File: src/rtl/ex_alu_muldiv.sv
// Execute-stage ALU with an iterative multiply/divide unit and HI/LO registers.
// Single-cycle operations are purely combinational. MULT/DIV run one bit per
// cycle for WIDTH cycles. mdStall tells the hazard unit to freeze IF/ID/EX
// while a HI/LO instruction waits for the unit to finish.
module ex_alu_muldiv #(
  parameter int WIDTH = 32,
  parameter int SA_W  = $clog2(WIDTH)
) (
  input  logic             clk,
  input  logic             reset,
  input  logic             valid,
  input  logic [WIDTH-1:0] readRs,
  input  logic [WIDTH-1:0] outMuxEx,
  input  logic [5:0]       instReg,
  input  logic [SA_W-1:0]  sa,
  input  logic [1:0]       ALUOp,
  output logic [WIDTH-1:0] outAlu,
  output logic             zeroAlu,
  output logic             mdStall,
  output logic             mdBusy
);

  localparam logic [5:0] F_SLL   = 6'b000000;
  localparam logic [5:0] F_SRL   = 6'b000010;
  localparam logic [5:0] F_SRA   = 6'b000011;
  localparam logic [5:0] F_SLLV  = 6'b000100;
  localparam logic [5:0] F_SRLV  = 6'b000110;
  localparam logic [5:0] F_SRAV  = 6'b000111;
  localparam logic [5:0] F_MFHI  = 6'b010000;
  localparam logic [5:0] F_MTHI  = 6'b010001;
  localparam logic [5:0] F_MFLO  = 6'b010010;
  localparam logic [5:0] F_MTLO  = 6'b010011;
  localparam logic [5:0] F_MULT  = 6'b011000;
  localparam logic [5:0] F_MULTU = 6'b011001;
  localparam logic [5:0] F_DIV   = 6'b011010;
  localparam logic [5:0] F_DIVU  = 6'b011011;
  localparam logic [5:0] F_ADD   = 6'b100000;
  localparam logic [5:0] F_ADDU  = 6'b100001;
  localparam logic [5:0] F_SUB   = 6'b100010;
  localparam logic [5:0] F_SUBU  = 6'b100011;
  localparam logic [5:0] F_AND   = 6'b100100;
  localparam logic [5:0] F_OR    = 6'b100101;
  localparam logic [5:0] F_XOR   = 6'b100110;
  localparam logic [5:0] F_NOR   = 6'b100111;
  localparam logic [5:0] F_SLT   = 6'b101010;
  localparam logic [5:0] F_SLTU  = 6'b101011;

  localparam logic [SA_W-1:0] LAST_CNT = SA_W'(WIDTH - 1);

  typedef enum logic {
    S_IDLE,
    S_RUN
  } state_t;

  state_t             state_q, state_d;
  logic [SA_W-1:0]    count_q, count_d;
  logic [WIDTH-1:0]   hi_q, hi_d;
  logic [WIDTH-1:0]   lo_q, lo_d;
  logic [2*WIDTH-1:0] work_q, work_d;
  logic [WIDTH-1:0]   opnd_q, opnd_d;
  logic [WIDTH-1:0]   dividend_q, dividend_d;
  logic               is_div_q, is_div_d;
  logic               neg_lo_q, neg_lo_d;
  logic               neg_rem_q, neg_rem_d;
  logic               dz_q, dz_d;

  logic               is_hilo_funct;
  logic               hilo_req;
  logic               md_accept;
  logic               op_signed;
  logic               a_neg, b_neg;
  logic [WIDTH-1:0]   a_mag, b_mag;
  logic [SA_W-1:0]    shamt_v;
  logic               lt_signed, lt_unsigned;

  logic [WIDTH:0]     mul_sum;
  logic [2*WIDTH-1:0] mul_next;
  logic [WIDTH:0]     div_shift;
  logic [WIDTH:0]     div_diff;
  logic [2*WIDTH-1:0] div_next;
  logic [2*WIDTH-1:0] step_next;
  logic [2*WIDTH-1:0] prod_fix;
  logic [WIDTH-1:0]   quot_fix;
  logic [WIDTH-1:0]   rem_fix;

  // Decode HI/LO requests, stall/accept handshakes and signed operand magnitudes.
  always_comb begin
    is_hilo_funct = 1'b0;
    case (instReg)
      F_MFHI, F_MTHI, F_MFLO, F_MTLO,
      F_MULT, F_MULTU, F_DIV, F_DIVU: is_hilo_funct = 1'b1;
      default:                        is_hilo_funct = 1'b0;
    endcase
    mdBusy    = (state_q == S_RUN);
    hilo_req  = valid & (ALUOp == 2'b10) & is_hilo_funct;
    md_accept = hilo_req & ~mdBusy;
    mdStall   = hilo_req & mdBusy;
    op_signed = (instReg == F_MULT) | (instReg == F_DIV);
    a_neg     = op_signed & readRs[WIDTH-1];
    b_neg     = op_signed & outMuxEx[WIDTH-1];
    a_mag     = a_neg ? (~readRs + 1'b1) : readRs;
    b_mag     = b_neg ? (~outMuxEx + 1'b1) : outMuxEx;
  end

  // Single-cycle result mux: ALUOp modes, R-type funct decode and HI/LO reads.
  always_comb begin
    shamt_v     = readRs[SA_W-1:0];
    lt_signed   = $signed(readRs) < $signed(outMuxEx);
    lt_unsigned = readRs < outMuxEx;
    outAlu      = '1;
    case (ALUOp)
      2'b00: outAlu = readRs + outMuxEx;
      2'b01: outAlu = readRs - outMuxEx;
      2'b11: outAlu = outMuxEx;
      default: begin
        case (instReg)
          F_SLL:          outAlu = outMuxEx << sa;
          F_SRL:          outAlu = outMuxEx >> sa;
          F_SRA:          outAlu = $signed(outMuxEx) >>> sa;
          F_SLLV:         outAlu = outMuxEx << shamt_v;
          F_SRLV:         outAlu = outMuxEx >> shamt_v;
          F_SRAV:         outAlu = $signed(outMuxEx) >>> shamt_v;
          F_ADD, F_ADDU:  outAlu = readRs + outMuxEx;
          F_SUB, F_SUBU:  outAlu = readRs - outMuxEx;
          F_AND:          outAlu = readRs & outMuxEx;
          F_OR:           outAlu = readRs | outMuxEx;
          F_XOR:          outAlu = readRs ^ outMuxEx;
          F_NOR:          outAlu = ~(readRs | outMuxEx);
          F_SLT:          outAlu = {{(WIDTH-1){1'b0}}, lt_signed};
          F_SLTU:         outAlu = {{(WIDTH-1){1'b0}}, lt_unsigned};
          F_MFHI:         outAlu = hi_q;
          F_MFLO:         outAlu = lo_q;
          F_MTHI, F_MTLO,
          F_MULT, F_MULTU,
          F_DIV, F_DIVU:  outAlu = '0;
          default:        outAlu = '1;
        endcase
      end
    endcase
    zeroAlu = (outAlu == '0);
  end

  // One iteration of shift-add multiply or restoring divide, plus sign fix-up of the final step.
  always_comb begin
    mul_sum   = {1'b0, work_q[2*WIDTH-1:WIDTH]} + {1'b0, opnd_q};
    mul_next  = work_q[0] ? {mul_sum, work_q[WIDTH-1:1]}
                          : {1'b0, work_q[2*WIDTH-1:1]};
    div_shift = {work_q[2*WIDTH-1:WIDTH], work_q[WIDTH-1]};
    div_diff  = div_shift - {1'b0, opnd_q};
    div_next  = div_diff[WIDTH] ? {div_shift[WIDTH-1:0], work_q[WIDTH-2:0], 1'b0}
                                : {div_diff[WIDTH-1:0], work_q[WIDTH-2:0], 1'b1};
    step_next = is_div_q ? div_next : mul_next;
    prod_fix  = neg_lo_q ? (~step_next + 1'b1) : step_next;
    quot_fix  = neg_lo_q ? (~step_next[WIDTH-1:0] + 1'b1) : step_next[WIDTH-1:0];
    rem_fix   = neg_rem_q ? (~step_next[2*WIDTH-1:WIDTH] + 1'b1)
                          : step_next[2*WIDTH-1:WIDTH];
  end

  // Next-state logic: accept HI/LO ops in IDLE, iterate in RUN, write HI/LO on the last step.
  always_comb begin
    state_d    = state_q;
    count_d    = count_q;
    hi_d       = hi_q;
    lo_d       = lo_q;
    work_d     = work_q;
    opnd_d     = opnd_q;
    dividend_d = dividend_q;
    is_div_d   = is_div_q;
    neg_lo_d   = neg_lo_q;
    neg_rem_d  = neg_rem_q;
    dz_d       = dz_q;
    case (state_q)
      S_IDLE: begin
        if (md_accept) begin
          case (instReg)
            F_MTHI: hi_d = readRs;
            F_MTLO: lo_d = readRs;
            F_MULT, F_MULTU: begin
              state_d   = S_RUN;
              count_d   = LAST_CNT;
              is_div_d  = 1'b0;
              opnd_d    = a_mag;
              work_d    = {{WIDTH{1'b0}}, b_mag};
              neg_lo_d  = a_neg ^ b_neg;
              neg_rem_d = 1'b0;
              dz_d      = 1'b0;
            end
            F_DIV, F_DIVU: begin
              state_d    = S_RUN;
              count_d    = LAST_CNT;
              is_div_d   = 1'b1;
              opnd_d     = b_mag;
              work_d     = {{WIDTH{1'b0}}, a_mag};
              neg_lo_d   = a_neg ^ b_neg;
              neg_rem_d  = a_neg;
              dz_d       = (outMuxEx == '0);
              dividend_d = readRs;
            end
            default: ;
          endcase
        end
      end
      default: begin
        work_d  = step_next;
        count_d = count_q - 1'b1;
        if (count_q == '0) begin
          state_d = S_IDLE;
          if (!is_div_q) begin
            hi_d = prod_fix[2*WIDTH-1:WIDTH];
            lo_d = prod_fix[WIDTH-1:0];
          end else if (dz_q) begin
            hi_d = dividend_q;
            lo_d = '1;
          end else begin
            hi_d = rem_fix;
            lo_d = quot_fix;
          end
        end
      end
    endcase
  end

  // State registers; reset aborts any operation in flight and clears HI/LO.
  always_ff @(posedge clk) begin
    if (reset) begin
      state_q    <= S_IDLE;
      count_q    <= '0;
      hi_q       <= '0;
      lo_q       <= '0;
      work_q     <= '0;
      opnd_q     <= '0;
      dividend_q <= '0;
      is_div_q   <= 1'b0;
      neg_lo_q   <= 1'b0;
      neg_rem_q  <= 1'b0;
      dz_q       <= 1'b0;
    end else begin
      state_q    <= state_d;
      count_q    <= count_d;
      hi_q       <= hi_d;
      lo_q       <= lo_d;
      work_q     <= work_d;
      opnd_q     <= opnd_d;
      dividend_q <= dividend_d;
      is_div_q   <= is_div_d;
      neg_lo_q   <= neg_lo_d;
      neg_rem_q  <= neg_rem_d;
      dz_q       <= dz_d;
    end
  end

endmodule

File: config.mk
export PLATFORM = sky130hd
export DESIGN_NAME = ex_alu_muldiv
export DESIGN_NICKNAME = d
export VERILOG_FILES = /design/src/rtl/ex_alu_muldiv.sv
export SDC_FILE = /design/constraint.sdc
export NUM_CORES = 2
export LEC_CHECK = 0
export ABC_AREA = 1
export ABC_CLOCK_PERIOD_IN_PS = 12700
export CAP_MARGIN = 20
export CORE_MARGIN = 2
export CORE_UTILIZATION = 40
export CTS_BUF_LIST = sky130_fd_sc_hd__clkbuf_16
export DETAILED_ROUTE_END_ITERATION = 10
export PLACE_DENSITY = 0.65
export SLEW_MARGIN = 5
export SYNTH_ARGS = -nofsm -noshare
export SYNTH_HDL_FRONTEND = slang
export SYNTH_SLANG_ARGS = --single-unit
File: constraint.sdc
create_clock -name clk -period 12.7 [get_ports clk]
set_input_delay 2.54 -clock clk [delete_from_list [all_inputs] [get_ports clk]]
set_output_delay 2.54 -clock clk [all_outputs]
set_load 0.05 [all_outputs]
; Word-level counts from Yosys, hierarchy flattened
; Memory sizes are Yosys's and may differ from the RTL's.
; Cells that the tools add are included.
[word_totals]
ff_bits = 202
latchBits = 0
ramBits = 0
rom_bits = 32
inputBits = 80
wordCells = 136
mem_count = 1
[mem_list]
columns = memory, depth, width, rd, rd_ports_with_merged_regs, write_ports, line_no
row1 = (no name shown), 32, 1, 1, 0, 0, 89  ; case (instReg)
[op_classes]
addsub = 10
mul = 0
div_mod_pow = 0
magnitude_cmp = 2
eq_ne = 27
n_shift = 6
mux = 37
n_bitwise = 18
reduce_logical = 24
[ops]
columns = operator, count
row1 = 32-bit case mux with 17 select lines, 1
row2 = 32-bit two-way mux, 16
row3 = 64-bit two-way mux, 6
row4 = 32-bit NOT, 5
row5 = "32-bit by 1-bit adder with 32-bit output, second input constant", 4
row6 = 64-bit case mux with 2 select lines, 1
row7 = 32-bit case mux with 3 select lines, 1
row8 = "64-bit by 1-bit adder with 64-bit output, second input constant", 1
row9 = 32-bit logical NOT, 2
row10 = 32-bit < comparator, 2
row11 = 64-bit NOT, 1
row12 = 32-bit case mux with 2 select lines, 1
row13 = 32-bit by 5-bit left shift with 32-bit output, 2
row14 = 32-bit by 5-bit >> shifter with 32-bit output, 2
row15 = 32-bit by 5-bit >>> shifter with 32-bit output, 2
row16 = "6-bit equality test, second input constant", 10
row17 = "6-bit by 5-bit equality test with 1-bit output, second input constant", 8
row18 = 32-bit by 32-bit adder with 33-bit output, 1
row19 = 33-bit by 32-bit subtractor with 33-bit output, 1
row20 = 32-bit adder, 1
row21 = 32-bit bitwise AND, 1
row22 = 32-bit OR, 1
row23 = 32-bit subtractor, 1
row24 = 32-bit bitwise XOR, 1
row25 = other kinds (23), 52

; Depth between registers and ports, before layout
[depth]
word_depth = 10
depth_mapped = 35

; Least setup slack after synthesis
; No wires, ideal clock.
[synth_timing]
path_kind = in2out
from = input port outMuxEx[2]
to = output port zeroAlu
t_arrival_ns = 5.843
setup_slack_ns = 4.317
cell_stages = 25
path_buffers = 1
path_cell_list = inv_1 > ha_1 > buf_2 > inv_1 > nand2_1 > o21ai_0 > nand2_1 > nand2_1 > nand2_1 > nand2_1 > nand2_1 > nand2_1 > inv_1 > o21ai_0 > nand3_1 > nand3_1 > xor2_1 > nor2_1 > nor2_1 > nor2_1 > a21oi_1 > nand2_1 > nor2_1 > nand2_1 > nor2_1
[synth_between]
elab_cells_between_ends = 17
cone_classes = add/sub: 2 / order compare: 2 / shift: 6 / mux: 2 / bitwise: 4 / reduce/logical: 1
[synth_lines]
columns = element, line_no
row1 = from (decl), 13  ; input logic [WIDTH-1:0] outMuxEx,
row2 = "32-bit subtractor, or another cell as far along", "113, 124"
row3 = 32-bit case mux with 17 select lines, 116  ; case (instReg)
row4 = 32-bit case mux with 3 select lines (*), 111  ; case (ALUOp)
row5 = net outAlu[31], 17  ; output logic [WIDTH-1:0] outAlu,
row6 = 32-bit logical NOT (*), 140  ; zeroAlu = (outAlu == '0);
row7 = to (decl), 18  ; output logic zeroAlu,
; Mark *: on every way through the listed nets, which the timed path passes. The rest lies on a longest branch.

; Final worst setup path
[layout_timing]
from = input port readRs[3]
to = output port zeroAlu
[layout_between]
elab_chain_len = 5
elab_cells_between_ends = 14
cone_classes = add/sub: 2 / order compare: 2 / shift: 3 / mux: 2 / bitwise: 4 / reduce/logical: 1
[layout_lines]
columns = element, line_no
row1 = from (decl), 12  ; input logic [WIDTH-1:0] readRs,
row2 = branches (longest 3 deep; another with 32-bit subtractor), -
row3 = 32-bit case mux with 3 select lines (*), 111
row4 = 32-bit logical NOT (*), 140
; Every way passes the cells marked *.

==> flow_metrics.tcl <==
set metrics [dict create \
    cpMostUsedCell "nand2_1" \
    cts_buffer_depth 3 \
    power_mw 2.331 \
    htreeDepth 1 \
    vias 40990 \
    postRouteAntennaNets 0 \
    cp-end-kind "output pin" \
    crit_required_ns 10.16 \
    ys_types 67 \
    grt_pass1_vias 36680 \
    rsz0062_at_grt "false" \
    die_area_um2 80690 \
    grt.overflow.total 0 \
    critical_path.max_fanout 7 \
    drv_slew 0 \
    status "completed" \
    min_path_type "flop to flop" \
    drv_cap 0 \
    antenna_found_initial 12 \
    grt_max_degree 101 \
    fin_area_um2 34310 \
    final_net_count 5957 \
    via_per_inst 6.062 \
    dp_hpwl_mm 152.3 \
    r2r_end "hi_q[26]" \
    maxSlewHeadroom_pct 13.55 \
    timing.rr.start "work_q[31]" \
    clkLatencyLatePin_ns 0.61 \
    cts_resized 0 \
    p_per_area_nw_per_um2 67.93 \
    coreArea_um2 77590 \
    cts_buffers 27 \
    start_util_pct 40.43 \
    worstHoldEndpoint "count_q[1]" \
    synthArstFlopShare_pct 0 \
    die_h_um 284.1 \
    min_period_over_period_pct 87.41 \
    setup_tns_ns 0 \
    synth_cells 5722 \
    clkSinkCount 202 \
    final_cell_mix "nand2_1, inv_1, o21ai_0, nor2_1, a21oi_1" \
    avgSynthCellArea_um2 5.483 \
    final_common_cell "nand2_1" \
    cts_tree "built" \
    ff2ff_setup_slack_ns 6.00 \
    crit_arrival_ns 8.56 \
    grt_use_total_pct 43.93 \
    skew_ns 0.03099 \
    ctsHoldBuffers 0 \
    syn-cell-area_um2 31370 \
    critPathMaxStageDelay_ns 0.88 \
    critPathTopFamily "buffers and inverters" \
    yosysWarningCount 0 \
    setup-violations-final 0 \
    first_pass_iters 9 \
    ios 115 \
    yosys_most_used_dff "dfxtp_1" \
    fin_crit_ns 11.10 \
    cts_setup_buffers 0 \
    worstHoldPathCells 2 \
    synth_seq_cells 202 \
    wl_per_cell_um 27.50 \
    ir_worst_vdd_mv 0.1008 \
    drc 0 \
    ys_seq_area_share_pct 12.89 \
    cp-start-kind "input port" \
    grt_pass1_wl_mm 261.8 \
    hold_viol 0 \
    clkTransAtPathRegs_ns 0.05 \
    crit_path_top_delay_cell "clkdlybuf4s50_1" \
    drive_gt1_share_pct 6.038 \
    syn-num-nets 5984 \
    max_freq_ghz 0.09008 \
    worstMarginPinSlew_ns 1.283 \
    p_leak_nw 16.64 \
    port_buffers 114 \
    area_growth_pct 9.376 \
    rows 102 \
    reg2regPathDepth 35 \
    place_area_um2 33450 \
    wirelength_mm 186.0 \
    crit_type "input port to output pin" \
    drt-initial-drc-count 5957 \
    routabilityCongestion 1.131 \
    clockRootBuffer "clkbuf_16" \
    cp.buffers_inverters 5 \
    worstHoldStart "count_q[1]" \
    die_x_um 284.1 \
    synth_edf_count 0 \
    crit_chain "clkdlybuf4s50_1 -> inv_1 -> ha_1 -> inv_1 -> a21oi_1 -> nand2_1 -> a21oi_1 -> o21ai_1 -> buf_4 -> a21oi_1 -> o21ai_1 -> a31oi_1 -> nand2_1 -> nand3_1 -> nand3_1 -> nand2_1 -> nand3_1 -> nor2_1 -> nand2_1 -> nor2_1 -> clkdlybuf4s50_1" \
]
metrics by stage:
step / hold WS [ns] / setup slack, ns / std cells / util (%)
2_1_floorplan: 0.4371 / 4.317 / 5722 / -
3_3_place_gp: 0.4592 / 1.884 / 6704 / 43.11
3_5_place_dp: 0.4617 / 1.862 / 6704 / 43.11
4_1_cts: 0.4732 / 1.841 / 6752 / 44.15
5_1_grt: 0.5011 / 1.458 / 6754 / 44.20
6_report: 0.4757 / 1.598 / 6762 / 44.22
cell usage after synthesis (20+ instances only):
library cell / n / area (um^2)
inv_1: 713 / 2676
nand2_1: 1650 / 6193
o221ai_1: 42 / 367.9
inv_2: 26 / 97.59
clkbuf_1: 186 / 698.2
a31oi_1: 35 / 219.0
mux2i_1: 20 / 200.2
buf_2: 49 / 245.2
clkinv_1: 22 / 82.58
a21oi_1: 382 / 1912
buf_1: 21 / 78.83
a221oi_1: 25 / 219.0
or2_2: 23 / 143.9
nand4_1: 66 / 412.9
ha_1: 178 / 2227
nand2_2: 40 / 250.2
nor2_2: 27 / 168.9
a22oi_1: 20 / 150.1
o211ai_1: 56 / 420.4
nand3_1: 372 / 1862
nor2_1: 486 / 1824
o2111ai_1: 21 / 183.9
o21ai_0: 514 / 2572
o22ai_1: 42 / 262.8
nor3_1: 60 / 300.3
o21ai_1: 107 / 535.5
dfxtp_1: 202 / 4044
xor2_1: 128 / 1121
power by group:
group          internal (mW)  switching, mW
logic                  0.245          0.713
clock network          0.397          0.339
registers              0.635        0.00185
total                   1.28           1.05
cell type report:
type | count | area, um^2
inverters | 761 | 2859
clock buffers | 28 | 700.7
repair buffers | 215 | 1914
fillers | 8859 | 43280
clock inverters | 20 | 106.4
well taps | 1040 | 1301
flip-flops and latches | 202 | 4053
multi-input cells | 4488 | 23360
diodes | 8 | 20.02
sequential cells by signal, indices dropped and copies added, names as in the netlist, 5 cells and up:
signal	count
work_q	64
dividend_q	32
hi_q	32
lo_q	32
opnd_q	32
count_q	5
logic make-up after synthesis:
group	count (synthesis)	share of synthesized area [%]
fa+ha+maj	182	7.354
flops	202	12.89
simple gates	2816	38.30
compound gates	1326	23.97
mux	20	0.6381
xor+xnor	144	4.020
buf+inv	1032	12.83
layer usage:
layer	vias to the layer above	track usage [%]	wire, um
met2	2672	62.10	73090
met5	-	0	117
li1	18740	-	-
met3	470	12.98	24320
met4	16	19.18	9802
met1	19090	61.10	78660
worst min-delay path: cells and delay by family, from the launching register on:
kind                   cells  cell delay, ns
AO/OA/AOI/OAI              1            0.08
buffers and inverters      1            0.05
flip-flops                 1            0.32
worst max path at each step:
stage	start	to	slack, ns	cells past startpoint
2_1_floorplan	outMuxEx[2]	zeroAlu	4.32	25
3_3_place_gp	instReg[2]	zeroAlu	1.88	20
3_5_place_dp	outMuxEx[3]	zeroAlu	1.86	21
4_1_cts	outMuxEx[3]	zeroAlu	1.84	21
5_1_grt	readRs[3]	zeroAlu	1.46	21
6_report	readRs[3]	zeroAlu	1.60	21
Power figures use the tool's default switching activity.
